`config.mk`:
```
export PLATFORM = sky130hd
export DESIGN_NAME = tx_port_write_splitter
export DESIGN_NICKNAME = d
export VERILOG_FILES = /design/src/rtl/tx_port_write_splitter.sv
export SDC_FILE = /design/constraint.sdc
export NUM_CORES = 1
export LEC_CHECK = 0
export BUFFER_PORTS_ARGS = -buffer_cell sky130_fd_sc_hd__buf_4
export CAP_MARGIN = 15
export CORE_ASPECT_RATIO = 1.25
export CORE_UTILIZATION = 47
export CTS_CLUSTER_DIAMETER = 100
export DETAILED_ROUTE_END_ITERATION = 8
export GPL_TIMING_DRIVEN = 0
export PLACE_DENSITY_LB_ADDON = 0.08
export SLEW_MARGIN = 0
export SYNTH_ARGS = -nofsm -noshare
export SYNTH_HDL_FRONTEND = slang
export SYNTH_SLANG_ARGS = --single-unit
export TNS_END_PERCENT = 5
```
`constraint.sdc`:
```
create_clock -name CLK -period 15.5 [get_ports CLK]
set_clock_uncertainty 0.2 [all_clocks]
set_input_delay 3.1 -clock CLK [delete_from_list [all_inputs] [get_ports CLK]]
set_output_delay 3.1 -clock CLK [all_outputs]
set_load 0.01 [all_outputs]
```
`src/rtl/tx_port_write_splitter.sv`:
```
// Splits a TX channel transaction into PCIe memory-write requests bounded by
// max payload, 4 KB boundaries, the current SG element and uncommitted FIFO data.
module tx_port_write_splitter #(
    parameter int C_FIFO_DEPTH  = 512,
    parameter int C_MAX_PAYLOAD = 2,
    localparam int C_FIFO_DEPTH_WIDTH = $clog2((2**$clog2(C_FIFO_DEPTH)) + 1)
) (
    input  logic                          CLK,
    input  logic                          RST,
    input  logic [2:0]                    CONFIG_MAX_PAYLOAD_SIZE,
    input  logic                          TXN_START,
    input  logic [31:0]                   TXN_LEN,
    output logic                          TXN_DONE,
    output logic [31:0]                   TXN_DONE_LEN,
    input  logic                          SG_ELEM_RDY,
    input  logic [63:0]                   SG_ELEM_ADDR,
    input  logic [31:0]                   SG_ELEM_LEN,
    output logic                          SG_ELEM_REN,
    input  logic [C_FIFO_DEPTH_WIDTH-1:0] FIFO_COUNT,
    input  logic                          FIFO_REN,
    output logic                          TX_REQ,
    input  logic                          TX_REQ_ACK,
    output logic [63:0]                   TX_ADDR,
    output logic [9:0]                    TX_LEN,
    output logic                          TX_LAST
);

    localparam logic [2:0] C_CAP_ENC = (C_MAX_PAYLOAD > 5) ? 3'd5 : 3'(C_MAX_PAYLOAD);

    typedef enum logic [2:0] {
        S_IDLE,
        S_ELEM,
        S_CALC,
        S_WAIT,
        S_REQ,
        S_DONE
    } state_t;

    state_t      r_state;
    state_t      w_next;
    logic [31:0] r_remain;
    logic [31:0] r_sent;
    logic [63:0] r_addr;
    logic [31:0] r_elem_words;
    logic [31:0] r_len;
    logic [31:0] r_commit;

    logic [2:0]  w_cfg_enc;
    logic [2:0]  w_pay_enc;
    logic [31:0] w_pay_words;
    logic [31:0] w_bound_words;
    logic [31:0] w_calc_len;
    logic [31:0] w_elem_len_words;
    logic [31:0] w_fifo_words;
    logic        w_avail_ok;
    logic [31:0] w_remain_after;
    logic [31:0] w_elem_after;
    logic        w_held;
    logic        w_ack;
    logic        w_unused;

    assign w_elem_len_words = {2'b00, SG_ELEM_LEN[31:2]};
    assign w_fifo_words     = {{(32 - C_FIFO_DEPTH_WIDTH){1'b0}}, FIFO_COUNT};
    assign w_remain_after   = r_remain - r_len;
    assign w_elem_after     = r_elem_words - r_len;
    assign w_held           = (r_elem_words != '0);
    assign w_ack            = (r_state == S_REQ) && TX_REQ_ACK;
    assign w_unused         = &{1'b0, SG_ELEM_LEN[1:0]};

    // Request length: smallest of remainder, element, payload cap and 4 KB boundary.
    always_comb begin
        w_cfg_enc     = (CONFIG_MAX_PAYLOAD_SIZE > 3'd5) ? 3'd5 : CONFIG_MAX_PAYLOAD_SIZE;
        w_pay_enc     = (w_cfg_enc < C_CAP_ENC) ? w_cfg_enc : C_CAP_ENC;
        w_pay_words   = 32'd32 << w_pay_enc;
        w_bound_words = (32'd4096 - {20'd0, r_addr[11:0]}) >> 2;
        w_calc_len    = r_remain;
        if (r_elem_words < w_calc_len) begin
            w_calc_len = r_elem_words;
        end
        if (w_pay_words < w_calc_len) begin
            w_calc_len = w_pay_words;
        end
        if (w_bound_words < w_calc_len) begin
            w_calc_len = w_bound_words;
        end
        w_avail_ok = (w_fifo_words >= r_commit) && ((w_fifo_words - r_commit) >= r_len);
    end

    always_comb begin
        w_next = r_state;
        case (r_state)
            S_IDLE: begin
                if (TXN_START) begin
                    if (TXN_LEN == '0) begin
                        w_next = S_DONE;
                    end else if (w_held) begin
                        w_next = S_CALC;
                    end else begin
                        w_next = S_ELEM;
                    end
                end
            end
            S_ELEM: begin
                if (SG_ELEM_RDY && (w_elem_len_words != '0)) begin
                    w_next = S_CALC;
                end
            end
            S_CALC: w_next = S_WAIT;
            S_WAIT: begin
                if (w_avail_ok) begin
                    w_next = S_REQ;
                end
            end
            S_REQ: begin
                if (TX_REQ_ACK) begin
                    if (w_remain_after == '0) begin
                        w_next = S_DONE;
                    end else if (w_elem_after == '0) begin
                        w_next = S_ELEM;
                    end else begin
                        w_next = S_CALC;
                    end
                end
            end
            S_DONE:  w_next = S_IDLE;
            default: w_next = S_IDLE;
        endcase
    end

    always_ff @(posedge CLK) begin
        if (RST) begin
            r_state      <= S_IDLE;
            r_remain     <= '0;
            r_sent       <= '0;
            r_addr       <= '0;
            r_elem_words <= '0;
            r_len        <= '0;
            r_commit     <= '0;
        end else begin
            r_state <= w_next;
            case (r_state)
                S_IDLE: begin
                    if (TXN_START) begin
                        r_remain <= TXN_LEN;
                        r_sent   <= '0;
                    end
                end
                S_ELEM: begin
                    if (SG_ELEM_RDY) begin
                        r_addr       <= SG_ELEM_ADDR;
                        r_elem_words <= w_elem_len_words;
                    end
                end
                S_CALC: r_len <= w_calc_len;
                S_REQ: begin
                    if (TX_REQ_ACK) begin
                        r_addr       <= r_addr + {30'd0, r_len, 2'b00};
                        r_elem_words <= w_elem_after;
                        r_remain     <= w_remain_after;
                        r_sent       <= r_sent + r_len;
                    end
                end
                default: ;
            endcase
            // Words committed to issued requests but not yet drained by the TX engine.
            if (w_ack) begin
                r_commit <= r_commit + r_len - 32'(FIFO_REN);
            end else if (FIFO_REN && (r_commit != '0)) begin
                r_commit <= r_commit - 32'd1;
            end
        end
    end

    assign TX_REQ       = (r_state == S_REQ);
    assign TX_ADDR      = r_addr;
    assign TX_LEN       = r_len[9:0];
    assign TX_LAST      = (r_state == S_REQ) && (r_len == r_remain);
    assign SG_ELEM_REN  = (r_state == S_ELEM) && SG_ELEM_RDY;
    assign TXN_DONE     = (r_state == S_DONE);
    assign TXN_DONE_LEN = r_sent;

endmodule

```
== After elaboration in Yosys (flattened, before gate mapping) ==
Index checks and enable logic that the tools add are counted.

* Register bits: 227

* Magnitude comparators: 7
* Equal/unequal tests: 11
* Shifts and indexed selects: 1
* Add/sub/neg operators: 9
* Reductions and logical operators: 19
* Mux-type cells: 28

{| class="wikitable"
|+ Operators with widths
! kind !! number
|-
| 32-bit 2-to-1 mux || 11
|-
| 32-bit case mux with 2 select lines || 3
|-
| 64-bit 2-to-1 mux || 2
|-
| 64-bit case mux with 2 select lines || 1
|-
| 32-bit zero test || 3
|-
| 32-bit nonzero test || 3
|-
| 32-bit adder || 2
|-
| 64-bit by 34-bit adder with 64-bit output || 1
|-
| 32-bit less-than comparator || 2
|-
| 32-bit subtractor || 2
|-
| 32-bit equality test || 1
|-
| 10-bit by 32-bit greater-or-equal comparator with 1-bit output || 1
|-
| 32-bit greater-or-equal comparator || 1
|-
| 30-bit by 32-bit less-than comparator with 1-bit output || 1
|-
| 6-bit by 3-bit left shift with 32-bit output (first input constant) || 1
|-
| 10-bit by 32-bit subtractor with 32-bit output || 1
|-
| 32-bit by 1-bit subtractor with 32-bit output || 1
|-
| 32-bit by 1-bit subtractor with 32-bit output (second input constant) || 1
|-
| 3-bit 2-to-1 mux || 8
|-
| 3-bit case mux with 5 select lines || 1
|-
| 13-bit by 12-bit subtractor with 14-bit output (first input constant) || 1
|-
| 2-bit != test (second input constant) || 4
|-
| 3-bit by 2-bit equality test with 1-bit output (second input constant) || 2
|-
| 3-bit equality test (second input constant) || 2
|-
| 10 further kinds || 19
|}

== Depth between registers and ports, before layout ==
* Depth after elaboration: 9
* Depth in mapped cells: 37

== Worst setup path before layout ==
OpenSTA, ideal clock, no wires.

* Kind: input to register
* Start: input FIFO_COUNT[0]
* End: register r_state[1]
* Buffers on the path: 0
* Data required time: 15215 ps
* Stages: 27
* Path slack: 7634 ps
* Arrival time: 7581 ps
* Cell sequence: inv_1 ha_1 inv_1 fa_1 a21o_1 a21oi_1 o21ai_0 a21oi_1 o21bai_1 a21oi_1 o21bai_1 a21oi_1 nand2b_1 nor2_1 xnor2_1 ha_1 a21o_1 a21o_1 a21o_1 a21o_1 a21o_1 a21oi_1 o211ai_1 o2111a_1 a2111oi_0 o21ai_0 o31ai_2

* Longest elaborated chain between the ends: 5

{| class="wikitable"
|+ RTL lines
! element !! line !! source
|-
| start, declared || 19 || <nowiki>input logic [C_FIFO_DEPTH_WIDTH-1:0] FIFO_COUNT,</nowiki>
|-
| 10-bit by 32-bit subtractor with 32-bit output || 86 || <nowiki>w_avail_ok = (w_fifo_words >= r_commit) && ((w_fifo_words - r_commit) >= r_len);</nowiki>
|-
| 32-bit greater-or-equal comparator || 86 ||
|-
| 1-bit logical AND (*) || 86 ||
|-
| 2-bit != test (no source line) (*) || - ||
|-
| 4-bit AND reduction (no source line) (*) || - ||
|-
| end signal, assigned || 140 || <nowiki>r_state <= w_next;</nowiki>
|-
| end, declared || 39 || <nowiki>state_t r_state;</nowiki>
|}

Mark *: on every way between the ends. The rest lies on a longest branch, timed or not.
A chain may end at the register's enable or synchronous reset.

== Worst setup path after layout ==
* Start: input SG_ELEM_RDY
* End: output SG_ELEM_REN

* Longest elaborated chain between the ends: 1

{| class="wikitable"
|+ RTL lines
! element !! line !! source
|-
| start, declared || 15 || <nowiki>input logic SG_ELEM_RDY,</nowiki>
|-
| 1-bit logical AND || 178 || <nowiki>assign SG_ELEM_REN = (r_state == S_ELEM) && SG_ELEM_RDY;</nowiki>
|-
| end, declared || 18 || <nowiki>output logic SG_ELEM_REN,</nowiki>
|}

Every way passes these cells.

==> results.yml <==
synthesis:
  synth.most_common_cell: "nor2_1"
  synth_seq_cells: 227
  synth_top_area_cell: "dfxtp_1"
  synth_edf_count: 0
  muxShareOfSynthArea: 0.0145
  synth_warnings: 0
  avgSynthCellArea_um2: 7.52
  ys.flop_type: "dfxtp_1"
  synth_area_leaders: "dfxtp_1 (20%), ha_1 (16%), a21oi_1 (5.8%), nor2_1 (5.0%), xnor2_1 (4.9%)"
  synth_compound_area_frac: 0.274
  synth_top_family_by_area: "compound AO/OA/AOI/OAI gates"
  synth_common_cells: "nor2_1 (297), ha_1 (279), a21oi_1 (259)"
  netlist_area_um2: 22400
  async_flop_share: 0
  synthAdderAreaFrac: 0.161
  seq_area_frac_synth: 0.203
  synthXorXnorAreaFrac: 0.0707
  syn_inst: 2981
  synth_cell_types: 87
  synth_simple_gate_area_frac: 0.217
  netlist.area_leader.share: 0.203
clocking:
  cts.sink_count: 227
  insertion_delay_ps: 590
  cts_buffer_depth: 3
  cts.reportedPaths.clkPinSlew_ps: 60
  cts_hold_buffers: 0
  ctsHtreeMaxLevel: 1
  cts_root_buf: "clkbuf_16"
  cts_resized: 0
  cts_tree: "yes"
  cts_inserted_buffers: 28
  postCtsSetupRepairBufs: 0
floorplan:
  die_w_um: 197
  die_h_um: 246
  ios: 257
  core_area_um2: 47100
  start_util: 0.476
  rows: 89
  die-area_um2: 48600
status:
  status: "finished clean"
detailed_routing:
  vias: 25115
  wl_per_cell_um: 25.9
  drc_errors: 0
  drt_wl_total_mm: 102
  dr.pass1.iters: 8
  ant_nets: 0
  drtIter0Drc: 2313
  drt-vias-per-instance: 6.40
critical_path:
  reg2reg_setup_slack_ps: 7000
  path_max_fanout: 10
  reg2regPathDepth: 30
  endpoint_kind: "primary output"
  r2r_start: "r_elem_words[9]$_SDFFE_PP0P_"
  timing.rr.end: "r_len[6]$_SDFFE_PP0N_"
  startpoint_type: "input port"
  path_class: "input port to primary output"
  required_ps: 12200
  critPathArrivalTime_ps: 5910
worst_hold_path:
  holdPathStages: 2
  holdCritStartpoint: "TXN_DONE_LEN[20]$_SDFFE_PP0P_"
  hold_path.class: "flip-flop to flip-flop"
  holdPathEnd: "TXN_DONE_LEN[20]$_SDFFE_PP0P_"
place:
  numPortBuffers: 254
  place_area_um2: 25100
  globalplace.congestion: 1.01
  hpwl_mm: 80.4
pwr:
  combPwrFrac: 0.681
  p_sw_mw: 2.37
  power_density_nw_per_um2: 184
  power.internal_mw: 2.43
  p_clk_frac: 0.156
  p_seq_frac: 0.163
  vdd_drop_max_mv: 0.157
  p_leak_nw: 11.6
  p_total_mw: 4.80
  switching_share: 0.494
sta:
  worst_pin_slew_ps: 1390
  max_freq_ghz: 0.109
  finalSetupViolations: 0
  period_share: 0.594
  min_period_ps: 9210
  drv_slew: 0
  whs_ps: 287
  rsz0062_at_grt: "no"
  slew_headroom: 0.0715
  setup_tns_ps: 0
  final-hold-violation-count: 0
grt:
  grt_usage: 0.406
  grt_max_degree: 15
  grt_pass1_vias: 23813
  grt_pass1_wl_mm: 147
  grt_antenna_before_repair: 2
  grt-ovfl-total: 0
job:
  drv_cap: 0
layout:
  fin_util: 0.555
  fin_area_um2: 26200
  fin_nets: 3701
  drive_gt1_frac: 0.109
  syn2layout_area_growth_pct: 16.7
## power groups by stage
stage	sequential (mW)	clock, mW	combinational (mW)
final	0.785	0.749	3.27
after global routing	0.792	0.773	3.56
after CTS	0.779	0.748	3.20
after detailed placement	0.792	0	3.18
after global placement	0.790	0	3.13
after floorplan	0.752	0	2.33
## critical path, cell delays in order
cell and delay [ps]:
buf_4 100, nor2b_1 170, nand3b_1 510, clkinv_1 280, clkbuf_1 650, clkbuf_1 830, buf_4 260
## final cells by class
type                    instances  area [µm²]
inverters                     214         803
flip-flops and latches        227        4540
diodes                          1        2.50
well taps                     637         797
plain buffers                 134         549
repair buffers                254        1910
multi-input cells            2410       16500
fillers                      4587       20900
clock buffers                  36         781
clock inverters                14         236
## stage by stage
| stage | worst slack [ps] | cells |
|---|---|---|
| after detailed placement | 6290 | 3876 |
| after global routing | 6390 | 3926 |
| after global placement | 6400 | 3876 |
| after CTS | 6440 | 3926 |
| after floorplan | 7630 | 2985 |
| final | 6290 | 3927 |
## registers in the layout, indices dropped and copies added (netlist names)
register	cells
r_commit	32
r_len	32
r_remain	32
TX_ADDR	64
r_state	3
TXN_DONE_LEN	32
r_elem_words	32
## cells in the final DEF, fill, tap and decap left out, types with 8 or more instances in the layout
cell	n
or3_1	21
buf_4	264
o2111ai_1	8
a21oi_1	259
a221oi_1	14
a22oi_1	24
inv_1	212
nor4_1	53
dfxtp_1	227
buf_1	13
nand2_1	238
a31oi_1	19
clkbuf_16	28
o31ai_1	15
o211ai_1	30
o221ai_1	36
nand2b_1	43
xnor2_1	126
nor2_1	297
a311oi_1	31
o21a_1	46
a221o_1	8
nand3_1	57
o21bai_1	23
a211oi_1	77
o21ai_0	119
or2_2	11
clkbuf_1	112
xor2_1	55
mux2i_1	20
a21boi_0	9
and3_1	40
nor2b_1	26
nand4_1	61
nor3_1	93
and2_1	20
mux2_2	11
a21o_1	94
ha_1	279
## worst max-delay path by stage
stage	slack [ps]	endpoint	cells after the start	start
floorplan	7630	r_state[1]$_SDFFE_PP0P_	27	FIFO_COUNT[0]
global placement	6400	r_state[2]$_SDFFE_PP0P_	26	FIFO_COUNT[0]
detailed placement	6290	r_state[2]$_SDFFE_PP0P_	26	FIFO_COUNT[0]
CTS	6440	SG_ELEM_REN	7	SG_ELEM_RDY
global route	6390	SG_ELEM_REN	7	SG_ELEM_RDY
finish	6290	SG_ELEM_REN	7	SG_ELEM_RDY
## per-layer routing
metal / vias to the layer above / GRT usage / share of wire
met3: 348 / 0.0697 / 0.087
met2: 1334 / 0.674 / 0.46
met4: 2 / 0.260 / 0.071
met5: - / 0 / 0.00013
li1: 11543 / - / -
met1: 11888 / 0.481 / 0.38
## kinds of logic after synthesis
| logic type | Yosys count |
|---|---|
| multiplexers | 31 |
| adder cells (fa/ha/maj) | 285 |
| buffers and inverters | 348 |
| other | 1 |
| AO/OA/AOI/OAI | 903 |
| AND/OR/NAND/NOR | 1005 |
| flip-flops | 227 |
| XOR/XNOR | 181 |
No activity file was read; power rests on OpenSTA's default activity.
